File: src/rtl/mmio_uart_tx_pkg.sv
// Shared constants for the memory-mapped UART transmitter: FSM state encoding
// and status register bit positions (also consumed by cpu_top).
package mmio_uart_tx_pkg;

    typedef enum logic [1:0] {
        ST_IDLE  = 2'd0,
        ST_START = 2'd1,
        ST_DATA  = 2'd2,
        ST_STOP  = 2'd3
    } tx_state_e;

    localparam int unsigned STAT_FULL  = 0;
    localparam int unsigned STAT_EMPTY = 1;
    localparam int unsigned STAT_BUSY  = 2;
    localparam int unsigned STAT_OVF   = 3;

    function automatic logic [7:0] pack_status(
        input logic ovf,
        input logic busy,
        input logic empty,
        input logic full
    );
        logic [7:0] s;
        s            = '0;
        s[STAT_OVF]   = ovf;
        s[STAT_BUSY]  = busy;
        s[STAT_EMPTY] = empty;
        s[STAT_FULL]  = full;
        return s;
    endfunction

endpackage

File: src/rtl/mmio_uart_tx_sync_fifo.sv
// Single-clock FIFO with power-of-two depth; pointers wrap naturally and a
// separate occupancy count drives the full/empty flags.
module sync_fifo #(
    parameter int unsigned WIDTH = 8,
    parameter int unsigned DEPTH = 4
) (
    input  logic                     clk,
    input  logic                     rst_n,
    input  logic                     push_i,
    input  logic [WIDTH-1:0]         din_i,
    input  logic                     pop_i,
    output logic [WIDTH-1:0]         dout_o,
    output logic                     full_o,
    output logic                     empty_o,
    output logic [$clog2(DEPTH):0]   count_o
);

    localparam int unsigned AW = $clog2(DEPTH);

    logic [WIDTH-1:0] mem_q [DEPTH];
    logic [AW-1:0]    wr_ptr_q;
    logic [AW-1:0]    rd_ptr_q;
    logic [AW:0]      count_q;
    logic             do_push;
    logic             do_pop;

    assign empty_o = (count_q == '0);
    assign full_o  = (count_q == (AW+1)'(DEPTH));
    assign count_o = count_q;
    assign dout_o  = mem_q[rd_ptr_q];

    // A push into a full FIFO is legal when a pop frees the slot on the same edge.
    assign do_pop  = pop_i && !empty_o;
    assign do_push = push_i && (!full_o || do_pop);

    always_ff @(posedge clk) begin
        if (do_push) begin
            mem_q[wr_ptr_q] <= din_i;
        end
    end

    always_ff @(posedge clk or negedge rst_n) begin
        if (!rst_n) begin
            wr_ptr_q <= '0;
            rd_ptr_q <= '0;
            count_q  <= '0;
        end else begin
            if (do_push) begin
                wr_ptr_q <= wr_ptr_q + AW'(1);
            end
            if (do_pop) begin
                rd_ptr_q <= rd_ptr_q + AW'(1);
            end
            unique case ({do_push, do_pop})
                2'b10:   count_q <= count_q + (AW+1)'(1);
                2'b01:   count_q <= count_q - (AW+1)'(1);
                default: count_q <= count_q;
            endcase
        end
    end

endmodule

File: src/rtl/mmio_uart_tx.sv
// Memory-mapped UART transmitter: CPU stores to BASE_ADDR feed a TX FIFO,
// BASE_ADDR+1 reads back {overflow, busy, empty, full}; 8N1 framing on tx.
module mmio_uart_tx #(
    parameter int unsigned CLKS_PER_BIT = 4,
    parameter logic [7:0]  BASE_ADDR    = 8'hF0,
    parameter int unsigned FIFO_DEPTH   = 4
) (
    input  logic       clk,
    input  logic       reset,
    input  logic [7:0] addr,
    input  logic [7:0] wr_data,
    input  logic       MemWrite,
    input  logic       MemRead,
    output logic [7:0] rd_data,
    output logic       sel,
    output logic       tx
);

    import mmio_uart_tx_pkg::*;

    localparam logic [7:0]  STAT_ADDR = BASE_ADDR + 8'd1;
    localparam logic [7:0]  BAUD_LAST = 8'(CLKS_PER_BIT - 1);
    localparam int unsigned CW        = $clog2(FIFO_DEPTH) + 1;

    tx_state_e   state_q;
    logic [7:0]  baud_q;
    logic [2:0]  bit_idx_q;
    logic [7:0]  shift_q;
    logic        tx_q;
    logic        ovf_q;
    logic        ovf_d;

    logic        wr_hit;
    logic        stat_rd;
    logic        baud_done;
    logic        busy;
    logic        fifo_push;
    logic        fifo_pop;
    logic        fifo_full;
    logic        fifo_empty;
    logic [7:0]  fifo_dout;
    logic [CW-1:0] fifo_count;
    logic        new_ovf;

    assign wr_hit    = MemWrite && (addr == BASE_ADDR);
    assign stat_rd   = MemRead && (addr == STAT_ADDR);
    assign baud_done = (baud_q == BAUD_LAST);
    assign busy      = (state_q != ST_IDLE);

    // Pop either to start from idle or to chain the next frame straight after a stop bit.
    assign fifo_pop  = !fifo_empty &&
                       ((state_q == ST_IDLE) || ((state_q == ST_STOP) && baud_done));
    assign fifo_push = wr_hit && (!fifo_full || fifo_pop);
    assign new_ovf   = wr_hit && fifo_full && !fifo_pop;

    sync_fifo #(
        .WIDTH (8),
        .DEPTH (FIFO_DEPTH)
    ) u_fifo (
        .clk     (clk),
        .rst_n   (reset),
        .push_i  (fifo_push),
        .din_i   (wr_data),
        .pop_i   (fifo_pop),
        .dout_o  (fifo_dout),
        .full_o  (fifo_full),
        .empty_o (fifo_empty),
        .count_o (fifo_count)
    );

    assert property (@(posedge clk) disable iff (!reset)
        ((fifo_count == '0) == fifo_empty));

    // A fresh overflow on the same edge as a status read takes priority over the clear.
    always_comb begin
        ovf_d = ovf_q;
        if (stat_rd) begin
            ovf_d = 1'b0;
        end
        if (new_ovf) begin
            ovf_d = 1'b1;
        end
    end

    always_ff @(posedge clk or negedge reset) begin
        if (!reset) begin
            ovf_q <= 1'b0;
        end else begin
            ovf_q <= ovf_d;
        end
    end

    always_ff @(posedge clk or negedge reset) begin
        if (!reset) begin
            state_q   <= ST_IDLE;
            baud_q    <= '0;
            bit_idx_q <= '0;
            shift_q   <= '0;
            tx_q      <= 1'b1;
        end else begin
            unique case (state_q)
                ST_IDLE: begin
                    if (fifo_pop) begin
                        state_q <= ST_START;
                        shift_q <= fifo_dout;
                        baud_q  <= '0;
                        tx_q    <= 1'b0;
                    end
                end
                ST_START: begin
                    if (baud_done) begin
                        state_q   <= ST_DATA;
                        baud_q    <= '0;
                        bit_idx_q <= '0;
                        tx_q      <= shift_q[0];
                    end else begin
                        baud_q <= baud_q + 8'd1;
                    end
                end
                ST_DATA: begin
                    if (baud_done) begin
                        baud_q <= '0;
                        if (bit_idx_q == 3'd7) begin
                            state_q <= ST_STOP;
                            tx_q    <= 1'b1;
                        end else begin
                            bit_idx_q <= bit_idx_q + 3'd1;
                            tx_q      <= shift_q[bit_idx_q + 3'd1];
                        end
                    end else begin
                        baud_q <= baud_q + 8'd1;
                    end
                end
                ST_STOP: begin
                    if (baud_done) begin
                        baud_q <= '0;
                        if (fifo_pop) begin
                            state_q <= ST_START;
                            shift_q <= fifo_dout;
                            tx_q    <= 1'b0;
                        end else begin
                            state_q <= ST_IDLE;
                            tx_q    <= 1'b1;
                        end
                    end else begin
                        baud_q <= baud_q + 8'd1;
                    end
                end
                default: begin
                    state_q <= ST_IDLE;
                    tx_q    <= 1'b1;
                end
            endcase
        end
    end

    assign tx      = tx_q;
    assign sel     = (addr == BASE_ADDR) || (addr == STAT_ADDR);
    assign rd_data = stat_rd ? pack_status(ovf_q, busy, fifo_empty, fifo_full) : 8'h00;

endmodule

File: config.mk
export PLATFORM = sky130hd
export DESIGN_NAME = mmio_uart_tx
export DESIGN_NICKNAME = d
export VERILOG_FILES = /design/src/rtl/mmio_uart_tx_pkg.sv /design/src/rtl/mmio_uart_tx_sync_fifo.sv /design/src/rtl/mmio_uart_tx.sv
export SDC_FILE = /design/constraint.sdc
export NUM_CORES = 1
export LEC_CHECK = 0
export CAP_MARGIN = 40
export CORE_MARGIN = 3
export CORE_UTILIZATION = 32
export DETAILED_ROUTE_END_ITERATION = 8
export HOLD_SLACK_MARGIN = 0.03
export PLACE_DENSITY = 0.57
export SETUP_SLACK_MARGIN = 0.5
export SYNTH_ARGS = -nofsm -noshare
export SYNTH_HDL_FRONTEND = slang
export SYNTH_SLANG_ARGS = --single-unit
File: constraint.sdc
create_clock -name clk -period 3.5 [get_ports clk]
set_input_delay 0.525 -clock clk [delete_from_list [all_inputs] [get_ports clk]]
set_output_delay 0.525 -clock clk [all_outputs]
set_load 0.005 [all_outputs]
# Yosys cells after proc, flatten, opt, wreduce, memory -nomap -nowiden
# Memories as Yosys holds them, arrays and structs flattened.
# Index checks and enable logic that the tools add are counted.
# W data, S select, Z words.
# totals
inputBits	20
ramBits	32
n_memories	1
regBits	30
elab_cells	93
# memory_table
name	words	word_bits	read_ports	rd_ports_with_merged_regs	write_ports	line	text
u_fifo.mem_q	4	8	1	0	1	mmio_uart_tx_sync_fifo.sv:20	logic [WIDTH-1:0] mem_q [DEPTH];
# op_classes
reduce_logical	28
n_mux	32
order_cmp	1
n_addsub	6
n_eq_ne	16
# ops
op	n
$mux W8	4
$pmux W8 S2	2
$eq A8 B8 Y1 const B	2
$mux W1	12
$ne A2 B2 Y1 const B	6
$pmux W3 S2	2
$mux W2	5
$reduce_bool A2 Y1	5
$logic_and A1 B1 Y1	9
$mux W3	3
$add A8 B1 Y8 const B	1
$eq A8 B2 Y1 const B	1
$pmux W2 S4	1
$reduce_and A4 Y1	2
$add A3 B1 Y3 const B	2
$eq A2 B2 Y1 const B	3
$eq A3 B3 Y1 const B	2
$reduce_and A5 Y1	1
$add A2 B1 Y2 const B	2
$eq A2 B1 Y1 const B	2
$logic_or A1 B1 Y1	4
$lt A3 B4 Y1 const B	1
$mux W4	1
$pmux W1 S4	1
7 further kinds	9

# Depth between registers and ports, before layout
# Gate-level depths: netlist (run 1).
# depth
ltp_word	9
ltp_mapped	11
mapped_depth_nobuf	11

# Cells and area by module
# A second synthesis (run 1) with hierarchy kept.
# unflattened
hier_cells	227
hier_area_um2	3052.9
# modules_own_cells
module	cells_per_inst	instances	area_per_inst_um2
sync_fifo	94	1	1669.1
mmio_uart_tx	133	1	1383.8

# Worst setup path after synthesis (run 1)
# OpenSTA, ideal clock, no wires.
# synth_timing
kind	register -> register
startpoint	register baud_q[0]
endpoint	register u_fifo.count_q[2], in the netlist u_fifo.count_o[2]
setup_slack_ns	1.119
arrival_ns	2.301
t_required_ns	3.421
stages_incl_launch_ff	11
setup_time_ns	0.079
path_buffers	0
path_cell_list	dfrtp_1 > ha_1 > nor4b_4 > a31oi_2 > nor2_1 > ha_1 > inv_1 > fa_1 > xor2_1 > nor2_1 > xor2_1
# synth_via
elab_chain_cells	9
# synth_rtl
element	line	text
from (decl)	mmio_uart_tx.sv:26	logic [7:0] baud_q;
from (signal assigned)	mmio_uart_tx.sv:117	baud_q <= baud_q + 8'd1;
from (signal assigned)	mmio_uart_tx.sv:131	baud_q <= baud_q + 8'd1;
from (signal assigned)	mmio_uart_tx.sv:146	baud_q <= baud_q + 8'd1;
$eq A8 B2 Y1 (*)	mmio_uart_tx.sv:47	assign baud_done = (baud_q == BAUD_LAST);
$logic_and A1 B1 Y1 (*)	mmio_uart_tx.sv:52	((state_q == ST_IDLE) || ((state_q == ST_STOP) && baud_done));
$logic_or A1 B1 Y1 (*)	mmio_uart_tx.sv:52	
$logic_and A1 B1 Y1 (*)	mmio_uart_tx.sv:51	assign fifo_pop = !fifo_empty &&
$logic_and A1 B1 Y1 (*)	mmio_uart_tx_sync_fifo.sv:33	assign do_pop = pop_i && !empty_o;
named net u_fifo.do_pop	mmio_uart_tx_sync_fifo.sv:25	logic do_pop;
$logic_or A1 B1 Y1	mmio_uart_tx_sync_fifo.sv:34	assign do_push = push_i && (!full_o || do_pop);
$logic_and A1 B1 Y1	mmio_uart_tx_sync_fifo.sv:34	
$eq A2 B1 Y1 / $eq A2 B2 Y1 (equally long branches)	mmio_uart_tx_sync_fifo.sv:54	unique case ({do_push, do_pop})
$pmux W3 S2 / $reduce_bool A2 Y1 (equally long branches)	n/a	
to (signal assigned)	mmio_uart_tx_sync_fifo.sv:55	2'b10: count_q <= count_q + (AW+1)'(1);
to (signal assigned)	mmio_uart_tx_sync_fifo.sv:56	2'b01: count_q <= count_q - (AW+1)'(1);
to (signal assigned)	mmio_uart_tx_sync_fifo.sv:57	default: count_q <= count_q;
to (decl)	mmio_uart_tx_sync_fifo.sv:23	logic [AW:0] count_q;
# Mark *: on every way through the listed nets, which the timed path passes. The rest lies on a longest branch.
# A chain may end at the register's enable or synchronous reset.

# Final worst setup path (run 1)
# layout_timing
startpoint	input addr[1]
endpoint	output rd_data[3]
# layout_via
elab_chain_cells	3
# layout_rtl
element	line	text
from (decl)	mmio_uart_tx.sv:10	input logic [7:0] addr,
$eq A8 B8 Y1	mmio_uart_tx.sv:46	assign stat_rd = MemRead && (addr == STAT_ADDR);
$logic_and A1 B1 Y1	mmio_uart_tx.sv:46	
$mux W4	mmio_uart_tx.sv:159	assign rd_data = stat_rd ? pack_status(ovf_q, busy, fifo_empty, fifo_full) : 8'h00;
to (decl)	mmio_uart_tx.sv:14	output logic [7:0] rd_data,
# Every way passes these cells.

==> flow_metrics.env, run 1 <==
export IMPL_cp_cell_sequence="clkdlybuf4s50_1, nor3_1, nor2b_1, nand3_1, nor2_1, clkdlybuf4s50_1"
export IMPL_drtPass1Iterations=5
export IMPL_drt_total_wl_um=5190
export IMPL_die_area_sq_um=10700
export IMPL_synthXorXnorAreaFrac=0.0202
export IMPL_via_per_inst=4.68
export IMPL_avgSynthCellArea_sq_um=14.3
export IMPL_drcViolationCount=0
export IMPL_ant_nets=0
export IMPL_start_util=0.338
export IMPL_cts_htree_levels=3
export IMPL_synth_edf_count=32
export IMPL_gp_congestion=0.706
export IMPL_synth_cell_types=52
export IMPL_power_share_sequential=0.385
export IMPL_clock_latency_ns=0.33
export IMPL_overflow=0
export IMPL_ys_flop_type="edfxtp_1"
export IMPL_path_clk_slew_ns=0.07
export IMPL_yosysMostFrequentCell="edfxtp_1"
export IMPL_final_max_slew_viol_count=0
export IMPL_ctsResizeCount=0
export IMPL_cellLeakagePower_nw=1.39
export IMPL_grtUsageTotal=0.109
export IMPL_setup_tns_ns=0
export IMPL_peakVddDrop_v=0.000365
export IMPL_grt_max_degree=31
export IMPL_synth_commonest_cells="32 x edfxtp_1, 29 x dfrtp_1, 13 x ha_1, 10 x inv_1"
export IMPL_r2r_start="baud_q[1]"
export IMPL_post_cts_setup_buffer_count=0
export IMPL_hold_buffers=0
export IMPL_fp_dieH_um=103
export IMPL_antenna_found_initial=0
export IMPL_dpl_cell_area_sq_um=3420
export IMPL_grt_pass1_vias=1793
export IMPL_power_mw=2.82
export IMPL_timing_final_ws_setup_ns=0.762
export IMPL_design_area_sq_um=3670
export IMPL_startpoint="addr[1]"
export IMPL_rsz0062_at_grt="false"
export IMPL_worst_path_max_fanout=5
export IMPL_cts_tree="done"
export IMPL_end_kind="output pin"
export IMPL_drt_iter0_drc=35
export IMPL_critical_path_required_ns=2.97
export IMPL_synth_top_area_share=0.317
export IMPL_dp_cells=358
export IMPL_cts_buffers=9
export IMPL_layout_drive_gt1_share=0.194
export IMPL_crit_end="rd_data[3]"
export IMPL_io_pins=30
export IMPL_postSynthCellCount=212
export IMPL_synth_compound_area_frac=0.0849
export IMPL_stdcell_count=374
export IMPL_nNetsFinal=277
export IMPL_diodes=0
export IMPL_clkSinkCount=62
export IMPL_yosys_register_bits=62
export IMPL_dp_worst_setup_slack_ns=0.575
export IMPL_p_clk_frac=0.280
export IMPL_combinationalPowerShare=0.336
export IMPL_cts_root_buf="clkbuf_8"
export IMPL_finalHoldViolCount=0
export IMPL_clockBufferDepth=2
export IMPL_fin_hold_ws_ns=0.493
export IMPL_fillers=837
export IMPL_io_buffers=25
export IMPL_syn_cell_area_sq_um=3040
export IMPL_wl_per_cell_um=13.9
export IMPL_die_w_um=103
export IMPL_cp_arrival_ns=2.21
export IMPL_postLayoutCoreUtil=0.409
export IMPL_slowest_delay_ns=0.52
export IMPL_skew_ns=0.0125
export IMPL_r2r_end="u_fifo.count_o[2]"
export IMPL_rrSetupSlack_ns=0.84
export IMPL_synthAdderAreaFrac=0.0602
export IMPL_synth_top_family_by_area="multiplexers"
export IMPL_grt_pass1_wl_um=8780
export IMPL_run_status="finished, final reports clean"
export IMPL_power_switching_uw=904
export IMPL_rows=34
export IMPL_critical_path_class="in2out"
export IMPL_cell_internal_pwr_mw=1.91
export IMPL_relSlewSlack=0.427
export IMPL_setup_viol=0
export IMPL_synth_simple_gate_area_frac=0.106
export IMPL_final_min_clock_period_ns=2.74
export IMPL_cp_common_cell="clkdlybuf4s50_1"
export IMPL_cpMaxStageDelayCell="clkdlybuf4s50_1"
export IMPL_critPathLaunchType="primary input"
export IMPL_swShare=0.321
export IMPL_num_vias=1751
export IMPL_drv_cap=0
export IMPL_fmax_mhz=365
export IMPL_power_per_cell_area_nw_per_um2=768
export IMPL_coreArea_sq_um=8980
export IMPL_yosysSeqAreaShare=0.564
export IMPL_reg2reg_depth=10
export IMPL_yosysWarnings=0
export IMPL_period_share=0.782
export IMPL_synth_area_leaders="edfxtp_1 32%, dfrtp_1 24%, mux4_2 5.9%"
export IMPL_tightest_slew_ns=0.860
export IMPL_worstHoldPathType="reg2reg"
export IMPL_synthToLayoutAreaGrowth_pct=20.9
export IMPL_synth_top_area_cell="edfxtp_1"
export IMPL_muxShareOfSynthArea=0.133
export IMPL_async_flop_share=0.484
export IMPL_hpwl_um=3700
[worst min path at each step]
stage | slack (ns) | from | end | depth (start not counted)
4_1_cts | 0.50 | tx | tx | 2
3_5_place_dp | 0.49 | ovf_q | ovf_q | 1
3_3_place_gp | 0.48 | ovf_q | ovf_q | 1
2_1_floorplan | 0.23 | reset | baud_q[0] | 0
6_report | 0.49 | tx | tx | 2
5_1_grt | 0.51 | ovf_q | ovf_q | 1
[worst max-delay path, delay by kind of cell]
kind          cells  cell delay, ns
simple gates      4            0.77
buf+inv           2            0.92
[layout make-up]
class                      count  area (sq um)  share of cell area
tap                          126           158              0.0430
multi-input combinational    133          1240               0.339
clock buffer                   9           124              0.0338
clock inverter                 7           128              0.0348
timing repair buffer          27           265              0.0723
sequential                    62          1710               0.467
inverter                      10          37.5              0.0102
[flip-flops by register name (all words and copies together), names as in the netlist, 2 cells and up]
name,cells
baud_q,8
bit_idx_q,3
shift_q,8
state_q,2
u_fifo.count_o,3
u_fifo.mem_q,32
u_fifo.rd_ptr_q,2
u_fifo.wr_ptr_q,2
[kinds of logic after synthesis]
kind of cell / Yosys count
flip-flops: 62
AND/OR/NAND/NOR: 50
AO/OA/AOI/OAI: 32
multiplexers: 26
buffers and inverters: 20
adder cells (fa/ha/maj): 14
XOR/XNOR: 7
other: 1
[layer usage]
layer  wire, um  track usage  up-vias  share of wire
met5          0            0        -              0
met4         50       0.0359        0         0.0096
met3        146       0.0362        5          0.028
met2       2530        0.174       25           0.49
met1       2460        0.138      870           0.47
li1           -            -      851              -
[power by group through the flow]
stage	combinational [mW]	clock, mW	sequential (mW)
final	0.945	0.788	1.08
after global placement	0.942	0	1.10
after floorplan	0.843	0	1.01
after global routing	1.07	0.852	1.12
after CTS	0.960	0.818	1.09
after detailed placement	0.959	0	1.10
[placed cells by master (no fill, tap or decap), types with 3 or more instances in the layout]
master and instances:
a21oi_1 3, a22o_1 3, a22oi_1 3, and2_1 6
bufinv_16 3, clkbuf_8 9, clkdlybuf4s50_1 25, conb_1 4
dfrtp_1 29, edfxtp_1 32, ha_1 13, inv_1 10
inv_6 3, mux2_4 8, mux2i_1 7, mux4_2 8
nand2_1 6, nand3_1 5, nand3b_1 3, nor2_1 6
nor2b_1 3, nor3_1 3, nor3b_1 3, o21ai_0 6
o2bb2ai_1 5, xor2_1 5
Power figures use the tool's default switching activity.
==> run 2, diff against run 1 <==
Clock period 3.5 ns to 2.8 ns, I/O delays scaled along.
==> flow_metrics.env, run 2 (synthesis results as in run 1) <==
export IMPL_run_status="finished, final reports clean"
export IMPL_hold_buffers=0
export IMPL_power_per_cell_area_nw_per_um2=941
export IMPL_cp_cell_sequence="ha_4, nor4b_4, a31oi_4, a21oi_4, inv_2, ha_4, inv_2, fa_2, xor2_1, nor2_1, xor2_1"
export IMPL_worstHoldPathType="in2async"
export IMPL_wl_per_cell_um=14.0
export IMPL_final_max_slew_viol_count=0
export IMPL_rows=34
export IMPL_num_vias=1819
export IMPL_tightest_slew_ns=0.650
export IMPL_drtPass1Iterations=4
export IMPL_coreArea_sq_um=8980
export IMPL_drt_iter0_drc=37
export IMPL_path_clk_slew_ns=0.08
export IMPL_postLayoutCoreUtil=0.434
export IMPL_die_area_sq_um=10700
export IMPL_grtUsageTotal=0.112
export IMPL_clock_latency_ns=0.34
export IMPL_regMostFlops="u_fifo.mem_q"
export IMPL_layout_drive_gt1_share=0.304
export IMPL_end_kind="register"
export IMPL_die_w_um=103
export IMPL_worst_path_max_fanout=5
export IMPL_fmax_mhz=451
export IMPL_fp_dieH_um=103
export IMPL_drv_cap=0
export IMPL_cpMaxStageDelayCell="dfrtp_1"
export IMPL_skew_ns=0.0117
export IMPL_clockBufferDepth=2
export IMPL_synthToLayoutAreaGrowth_pct=28.4
export IMPL_rsz0062_at_grt="true"
export IMPL_diodes=0
export IMPL_wl_met3_um=171
export IMPL_drcViolationCount=0
export IMPL_start_util=0.338
export IMPL_cts_root_buf="clkbuf_8"
export IMPL_finalHoldViolCount=0
export IMPL_period_share=0.791
export IMPL_cts_htree_levels=3
export IMPL_wl_met1_um=2480
export IMPL_gp_congestion=0.747
export IMPL_cellLeakagePower_nw=1.58
export IMPL_slowest_delay_ns=0.41
export IMPL_overflow=0
export IMPL_critPathTopFamily="adder cells"
export IMPL_topRoutingLayerUsed="met4"
export IMPL_path_buf_inv=2
export IMPL_ant_nets=0
export IMPL_largestRegisters="u_fifo.mem_q x32, baud_q x8, shift_q x8"
export IMPL_hpwl_um=3660
export IMPL_cp_arrival_ns=2.48
export IMPL_setup_tns_ns=0
export IMPL_largest_reg_flops=32
export IMPL_peakVddDrop_v=0.000402
export IMPL_via_per_inst=4.59
export IMPL_dp_cells=367
export IMPL_cts_buffers=9
export IMPL_grt_pass1_vias=1858
export IMPL_critical_path_required_ns=3.06
export IMPL_setup_viol=0
export IMPL_final_min_clock_period_ns=2.21
export IMPL_relSlewSlack=0.555
export IMPL_critPathLaunchType="register"
export IMPL_io_pins=30
export IMPL_nNetsFinal=299
export IMPL_io_buffers=25
export IMPL_cts_tree="done"
export IMPL_stdcell_count=396
export IMPL_final_cell_mix="32 x edfxtp_1, 29 x dfrtp_1, 24 x buf_4"
export IMPL_routed_wl_met2_um=2820
export IMPL_antenna_found_initial=0
export IMPL_final_common_cell="edfxtp_1"
export IMPL_drt_total_wl_um=5530
export IMPL_critical_path_class="reg2reg"
export IMPL_clkSinkCount=62
export IMPL_grt_pass1_wl_um=9080
export IMPL_grt_max_degree=31
==> run 2: changes by cell type in the layout (fill, tap and decap cells not counted), sizes merged <==
cell and change:
dlymetal6s2s +7, clkdlybuf4s50 -11, clkinv +1, bufinv -1, dlygate4sd2 +4, buf +22
==> run 2: final cells by class <==
cell class / count / area (sq um)
inverter: 10 / 37.5
tap: 126 / 158
multi-input combinational: 133 / 1320
fill: 852 / 5080
clock buffer: 9 / 124
timing repair buffer: 49 / 443
clock inverter: 7 / 103
sequential: 62 / 1710
==> run 2: layer usage <==
| metal | track usage | up-vias |
|---|---|---|
| met5 | 0 | - |
| met4 | 0.0289 | 0 |
| met3 | 0.0396 | 6 |
| met2 | 0.194 | 23 |
| met1 | 0.133 | 899 |
| li1 | - | 891 |
==> run 2: where the power goes <==
group | leakage (nW) | total (mW) | switching, mW | internal [mW]
Clock | 0.117 | 0.892 | 0.377 | 0.515
Sequential | 0.659 | 1.35 | 0.214 | 1.14
Combinational | 0.805 | 1.42 | 0.619 | 0.806
==> run 2: metrics by stage <==
step	area [sq um]	hold slack [ns]	power (mW)	worst slack, ns
final	3900	0.465	3.67	0.585
after global routing	3900	0.505	3.94	0.463
after CTS	3820	0.476	3.63	0.495
after detailed placement	3500	0.484	2.63	0.0782
after global placement	3500	0.482	2.61	0.137
after floorplan	3060	0.124	2.33	0.474
==> run 2: worst paths after layout <==
check / startpoint / to / slack, ns / cells past startpoint
min in group clk: ovf_q / ovf_q / 0.50 / 1
setup / recovery: baud_q[1] / u_fifo.count_o[2] / 0.59 / 11
hold / removal: reset / baud_q[3] / 0.47 / 2
max in group asynchronous: reset / tx / 2.01 / 2
hold reg to reg: ovf_q / ovf_q / 0.50 / 1
setup reg to reg: baud_q[1] / u_fifo.count_o[2] / 0.59 / 11
==> run 2: worst register-to-register path: cells and delay by family (launching register included) <==
kind / cells / cell delay, ns
fa+ha+maj: 3 / 0.65
compound gates: 2 / 0.42
flops: 1 / 0.41
xor+xnor: 2 / 0.30
simple gates: 2 / 0.26
buf+inv: 2 / 0.11
==> run 2: timing repair <==
action / CTS / global route
pin swaps: 6 / 13
resized for setup: 13 / 15
hold endpoints to repair: 0 / 0
setup endpoints to repair: 6 / 3
buffers inserted: 8 / 5
